File: src/rtl/arith_pkg.sv
// Opcode encodings and write-back FSM state type, shared by the arithmetic
// unit, the decoder and the write-back stage.
package arith_pkg;

  localparam logic [2:0] OP_ADD = 3'b000;
  localparam logic [2:0] OP_MUL = 3'b001;
  localparam logic [2:0] OP_SUB = 3'b010;
  localparam logic [2:0] OP_DIV = 3'b011;

  typedef enum logic [1:0] {
    IDLE  = 2'd0,
    WR_LO = 2'd1,
    WR_HI = 2'd2
  } wb_state_t;

endpackage

File: src/rtl/arith_wb.sv
// Result write-back stage: captures arithmetic results and drives the 16-bit
// register-file write port, splitting MUL results over two consecutive writes.
//
// state | meaning
// IDLE  | no write pending, ready for a new result
// WR_LO | writing result[15:0] to dest
// WR_HI | writing MUL result[31:16] to dest+1 (wraps)
module arith_wb
  import arith_pkg::*;
#(
  parameter int REG_AW = 4
) (
  input  logic              clk,
  input  logic              rst,
  input  logic              in_valid,
  output logic              in_ready,
  input  logic [31:0]       in_result,
  input  logic [2:0]        in_opcode,
  input  logic [REG_AW-1:0] in_dest,
  output logic              wr_en,
  output logic [REG_AW-1:0] wr_addr,
  output logic [15:0]       wr_data,
  output logic              zero_flag,
  output logic              hi_flag,
  output logic              err
);

  wb_state_t         r_state;
  wb_state_t         w_state_nxt;
  logic [31:0]       r_result;
  logic [2:0]        r_opcode;
  logic [REG_AW-1:0] r_dest;
  logic              r_zero;
  logic              r_hi;
  logic              r_err;

  logic              w_accept;
  logic              w_legal;
  logic              w_in_mul;
  logic [REG_AW-1:0] w_dest_hi;

  assign w_accept  = in_valid && in_ready;
  assign w_legal   = (in_opcode[2] == 1'b0);
  assign w_in_mul  = (in_opcode == OP_MUL);
  assign w_dest_hi = r_dest + {{(REG_AW-1){1'b0}}, 1'b1};

  // Ready is a pure state decode so upstream never sees a valid->ready loop.
  assign in_ready = (r_state == IDLE) || (r_state == WR_HI) ||
                    ((r_state == WR_LO) && (r_opcode != OP_MUL));

  always_ff @(posedge clk or posedge rst) begin
    if (rst) begin
      r_state  <= IDLE;
      r_result <= '0;
      r_opcode <= '0;
      r_dest   <= '0;
      r_zero   <= 1'b0;
      r_hi     <= 1'b0;
      r_err    <= 1'b0;
    end else begin
      r_state <= w_state_nxt;
      r_err   <= w_accept && !w_legal;
      if (w_accept) begin
        r_result <= in_result;
        r_opcode <= in_opcode;
        r_dest   <= in_dest;
      end
      if (w_accept && w_legal) begin
        r_zero <= w_in_mul ? (in_result == 32'd0) : (in_result[15:0] == 16'd0);
        r_hi   <= w_in_mul && (in_result[31:16] != 16'd0);
      end
    end
  end

  always_comb begin
    w_state_nxt = IDLE;
    wr_en       = 1'b0;
    wr_addr     = '0;
    wr_data     = '0;
    if (w_accept && w_legal) begin
      w_state_nxt = WR_LO;
    end
    case (r_state)
      WR_LO: begin
        wr_en   = 1'b1;
        wr_addr = r_dest;
        wr_data = r_result[15:0];
        if (r_opcode == OP_MUL) begin
          w_state_nxt = WR_HI;
        end
      end
      WR_HI: begin
        wr_en   = 1'b1;
        wr_addr = w_dest_hi;
        wr_data = r_result[31:16];
      end
      default: ;
    endcase
  end

  assign zero_flag = r_zero;
  assign hi_flag   = r_hi;
  assign err       = r_err;

endmodule

File: config.mk
export PLATFORM = sky130hd
export DESIGN_NAME = arith_wb
export DESIGN_NICKNAME = d
export VERILOG_FILES = /design/src/rtl/arith_pkg.sv /design/src/rtl/arith_wb.sv
export SDC_FILE = /design/constraint.sdc
export NUM_CORES = 1
export LEC_CHECK = 0
export ABC_AREA = 0
export CORE_MARGIN = 1.5
export CORE_UTILIZATION = 50
export DETAILED_ROUTE_END_ITERATION = 10
export PLACE_DENSITY_LB_ADDON = 0.3
export SLEW_MARGIN = 20
export SYNTH_ARGS = -nofsm -noshare
export SYNTH_HDL_FRONTEND = slang
export SYNTH_SLANG_ARGS = --single-unit
File: constraint.sdc
create_clock -name clk -period 3.8 [get_ports clk]
set_input_delay 0.38 -clock clk [delete_from_list [all_inputs] [get_ports clk]]
set_output_delay 0.38 -clock clk [all_outputs]
set_load 0.02 [all_outputs]
==> metrics.yaml, run 1 <==
outcome: "completed"
worst_setup_path_start_kind: "flop"
critPathArrivalTime_ns: 2.55
clock-sinks: 44
cts_root_buffer: "clkbuf_8"
overflow: 0
path_depth: 7
insertion_delay_ns: 0.30
grt_pass1_wl_um: 8490
syn_inst: 172
diodes: 0
antenna_found_initial: 0
grt_pass1_vias: 1702
drive_gt1_share_pct: 23.4
detail_route.first_pass.iterations: 4
worstPathMaxFanout: 23
tightest_slew_ns: 0.852
cts_resized: 0
synth_seq_area_share_pct: 48.0
finClkSkew_ns: 0.00433
cp.required_ns: 3.42
vias: 1601
timing.fmax_mhz: 341
critPathKind: "reg -> out"
place_hpwl_um: 3710
drt_wl_total_um: 5170
cp_slowest_cell: "ha_1"
pin_count: 67
synth-seq-cells: 44
avgViaCountPerCell: 5.50
p_per_area_nw_per_um2: 401
synthDistinctLibCells: 25
rsz0062_at_grt: "no"
drt_iter0_drc: 144
synth_warnings: 0
synthToLayoutAreaGrowth_pct: 35.1
slew_violations: 0
path_common_cell: "o21ai_0"
setup.worst_path.end_class: "output pin"
finalCriticalPeriod_ns: 2.93
row_count: 24
start_util_pct: 52.3
max_stage_delay_ns: 0.72
gp_congestion: 0.796
setup_viol: 0
die_y_um: 70.7
path_clk_slew_ns: 0.08
fp.coreArea_um2: 4380
maxCapViolations: 0
tns_ns: 0
port_buffers: 66
cts_tree: "yes"
detailedPlace.worstSlack_ns: 1.16
drc: 0
ir_worst_vdd_mv: 0.258
cts_setup_buffers: 0
ant_nets: 0
relSlewSlack_pct: 43.2
syn_avg_cell_area_um2: 13.3
die-area_um2: 5000
min_period_over_period_pct: 77.1
wl_per_cell_um: 17.8
leakage_nw: 1.32
worstRegToRegCells: 7
syn-cell-area_um2: 2290
grtUsageTotal_pct: 21.7
cts_max_path_buffers: 2
placed_area_um2: 2990
die_w_um: 70.7
fin_ws_ns: 0.872
cts_inserted_buffers: 5
cts_max_level: 2
synthesis.nets: 218
fin_nets: 284
cts_hold_buf: 0
worst-path-buf-inv: 2
critical_path.cell_chain: "inv_1, ha_1, nor2b_1, o21ai_0, o21ai_0, and2_1, clkdlybuf4s50_1"
cp_top_family: "adder cells"
grt_max_degree: 45
min_path_type: "in -> async"
hold_viol: 0
stdcell_area_um2: 3100
## worst reg2reg max path: stages (launching register included)
cell,delay [ns]
dfrtp_1,0.39
inv_1,0.08
ha_1,0.72
nor2_1,0.19
o21ai_4,0.13
nand2_2,0.38
buf_12,0.34
mux2_4,0.33
## layout make-up
class | instances | area [um2]
multi-input combinational | 112 | 1100
tap | 52 | 65.1
inverter | 6 | 22.5
clock inverter | 3 | 42.5
sequential | 44 | 1100
fill | 323 | 1290
timing repair buffer | 69 | 696
clock buffer | 5 | 68.8
## synth_stat cells (all sizes together)
master | number | area (um2)
nand4 | 3 | 18.8
dfrtp | 44 | 1100
o31ai | 1 | 7.51
inv | 6 | 22.5
and2 | 3 | 18.8
o21ai | 3 | 26.3
a22oi | 17 | 128
and3 | 1 | 6.26
mux2i | 2 | 20.0
a31o | 1 | 8.76
a21oi | 1 | 5.00
nor2b | 19 | 119
ha | 4 | 50.1
nor3b | 1 | 12.5
nand3 | 2 | 10.0
mux2 | 40 | 597
nor4 | 8 | 50.1
nand2 | 2 | 10.0
nor2 | 4 | 15.0
buf | 4 | 45.0
clkbuf | 6 | 22.5
## state kept, by name, summed over array words and instances, names as in the netlist
register	flops
zero_flag	1
r_state	2
r_opcode	3
err	1
r_dest	4
hi_flag	1
r_result	32
## layer usage
| layer | part of all wire, % | global-route usage, % |
|---|---|---|
| met2 | 49 | 35.5 |
| met4 | 1.2 | 5.24 |
| met1 | 45 | 28.9 |
| met3 | 4.8 | 5.84 |
| met5 | 0 | 0 |
## cell families (layout without fill, tap and decap cells)
| group | count (synthesis) | count (layout) | synth area share [%] |
|---|---|---|---|
| flops | 44 | 44 | 48.0 |
| simple gates | 43 | 43 | 11.3 |
| mux | 42 | 42 | 26.9 |
| compound gates | 23 | 23 | 7.64 |
| buf+inv | 16 | 83 | 3.93 |
| fa+ha+maj | 4 | 4 | 2.18 |
## placed cells by master (no fill, tap or decap), drive strengths merged
master         count
inv                5
clkinv             2
dfrtp             44
nor4               8
clkbuf             5
nor2b             19
ha                 4
o21ai              3
nor3b              1
a31o               1
and2               3
mux2i              2
nand3              2
and3               1
nand2              2
nand4              3
nor2               4
a22oi             17
a21oi              1
mux2              40
clkinvlp           1
buf                3
clkdlybuf4s50     66
bufinv             1
o31ai              1
## metrics by stage
step	hold WS [ns]	total power, mW	util [%]	cells
floorplan	0.471	0.783	-	172
global route	0.532	1.30	70.7	291
global placement	0.496	0.882	68.1	283
finish	0.517	1.24	70.7	291
detailed placement	0.498	0.893	68.1	283
CTS	0.519	1.25	70.7	291
## power by group
part / switching, mW / internal, mW
clock: 0.161 / 0.194
combinational: 0.111 / 0.187
sequential: 0.0512 / 0.538
total: 0.323 / 0.919
## worst paths after layout
path	end	slack [ns]	from
worst max-delay path	wr_addr[2]	0.87	r_state[0]$_DFF_PP0_
worst min-delay path	zero_flag$_DFFE_PP0P_	0.52	rst
worst max register to register	r_result[2]$_DFFE_PP0P_	1.15	r_state[0]$_DFF_PP0_
worst min register to register	hi_flag$_DFFE_PP0P_	0.52	hi_flag$_DFFE_PP0P_
max in group asynchronous	r_result[5]$_DFFE_PP0P_	2.91	rst
min in group clk	hi_flag$_DFFE_PP0P_	0.52	hi_flag$_DFFE_PP0P_
Note: power is estimated with default switching activity, not from simulation.
==> inputs of run 2 (changes only) <==
- CORE_UTILIZATION: 50 -> 47
- clock period: 3.8 -> 2.83 ns (I/O delays scaled with it)
==> metrics.yaml, run 2 (same netlist as run 1, synthesis figures left out) <==
outcome: "completed"
finClkSkew_ns: 0.00741
vias: 1602
fp.coreArea_um2: 4720
leakage_nw: 1.33
relSlewSlack_pct: 63.6
worst_setup_path_start_kind: "flop"
synthToLayoutAreaGrowth_pct: 36.2
drc: 0
worstPathMaxFanout: 14
path_clk_slew_ns: 0.08
insertion_delay_ns: 0.29
total_power_mw: 1.65
cts_max_level: 2
top_register: "r_result"
start_util_pct: 48.6
cts_resized: 0
finalCriticalPeriod_ns: 2.60
tightest_slew_ns: 0.546
ant_nets: 0
largest_register_ffs: 32
cts_inserted_buffers: 5
fin_util_pct: 66.1
row_count: 25
grt_pass1_vias: 1650
pwr-share-comb_pct: 24.0
diodes: 0
critPathKind: "reg -> out"
cts_setup_buffers: 0
pwr-share-seq_pct: 47.8
maxCapViolations: 0
cts_max_path_buffers: 2
hold_viol: 0
tns_ns: 0
r2r-end: "r_result[17]$_DFFE_PP0P_"
mostFrequentLayoutCells: "clkdlybuf4s50_1 (66), dfrtp_1 (44), mux2_4 (39)"
placed_area_um2: 3020
cts_root_buffer: "clkbuf_8"
timing.fmax_mhz: 384
ir_worst_vdd_mv: 0.311
cp.required_ns: 2.55
avgViaCountPerCell: 5.18
cts_hold_buf: 0
min_path_type: "in -> async"
p_per_area_nw_per_um2: 527
detail_route.first_pass.iterations: 4
p_int_mw: 1.23
port_buffers: 66
grt_pass1_wl_um: 8080
rr_startpoint: "r_state[0]$_DFF_PP0_"
swShare_pct: 25.1
final_common_cell: "clkdlybuf4s50_1"
die-area_um2: 5310
slew_violations: 0
drt_wl_total_um: 4990
wl_per_cell_um: 16.1
grtUsageTotal_pct: 20.4
die_w_um: 72.9
antenna_found_initial: 0
setup_viol: 0
grt_max_degree: 24
pin_count: 67
setup.worst_path.end_class: "output pin"
worstRegToRegCells: 8
drt_iter0_drc: 180
net-switching-power_mw: 0.414
fin_nets: 287
die_y_um: 72.9
min_period_over_period_pct: 92.0
r2r_setup_slack_ns: 0.64
drive_gt1_share_pct: 24.0
rsz0062_at_grt: "no"
critPathArrivalTime_ns: 2.32
clock-sinks: 44
overflow: 0
place_hpwl_um: 3750
gp_congestion: 0.777
stdcell_area_um2: 3120
cts_tree: "yes"
p_clk_share_pct: 28.2
top_regs: "r_result: 32 flops, r_dest: 4 flops, r_opcode: 3 flops"
-- run 2: changes by cell type in the layout (fill, tap and decap cells not counted), sizes merged --
cell      change
clkbuf        +1
buf           +3
clkinvlp      -1
-- run 2: cell type report --
class | instances | area (um2)
flip-flops and latches | 44 | 1100
clock inverters | 2 | 35.0
multi-input cells | 112 | 1100
fillers | 371 | 1600
repair buffers | 72 | 706
well taps | 67 | 83.8
inverters | 6 | 22.5
clock buffers | 6 | 72.6
-- run 2: stage by stage --
step                hold WS, ns  setup slack [ns]  std cells
floorplan                 0.432              1.17        172
global placement          0.489             0.626        301
detailed placement        0.492             0.578        301
CTS                       0.222             0.246        309
global route              0.236             0.122        309
finish                    0.218             0.227        309
-- run 2: layer usage --
layer  track usage, %  wire length [um]  share of wire [%]
met4             3.77                17               0.34
met5                0                 0                  0
met1             27.7              2250                 45
met3             5.11               260                5.2
met2             33.5              2460                 49
-- run 2: worst max-delay path by stage --
stage	startpoint	end	slack, ns	cells after the start
2_1_floorplan	r_state[0]$_DFF_PP0_	wr_addr[3]	1.17	6
3_3_place_gp	r_state[0]$_DFF_PP0_	wr_data[11]	0.63	6
3_5_place_dp	r_state[0]$_DFF_PP0_	wr_data[15]	0.58	6
4_1_cts	r_state[0]$_DFF_PP0_	wr_data[3]	0.25	6
5_1_grt	r_state[0]$_DFF_PP0_	wr_data[15]	0.12	6
6_report	r_state[0]$_DFF_PP0_	wr_data[3]	0.23	6
-- run 2: power by group through the flow --
stage / clock network (mW) / registers (mW) / logic (mW)
global route: 0.506 / 0.798 / 0.424
CTS: 0.473 / 0.787 / 0.399
finish: 0.465 / 0.787 / 0.395
global placement: 0 / 0.796 / 0.389
detailed placement: 0 / 0.797 / 0.398
floorplan: 0 / 0.779 / 0.272
-- run 2: worst max-delay path, stage by stage, from the launching register on --
cell             delay [ns]
dfrtp_1                0.39
inv_1                  0.09
ha_1                   0.36
buf_4                  0.28
a22oi_1                0.11
nor2b_1                0.17
clkdlybuf4s50_1        0.63
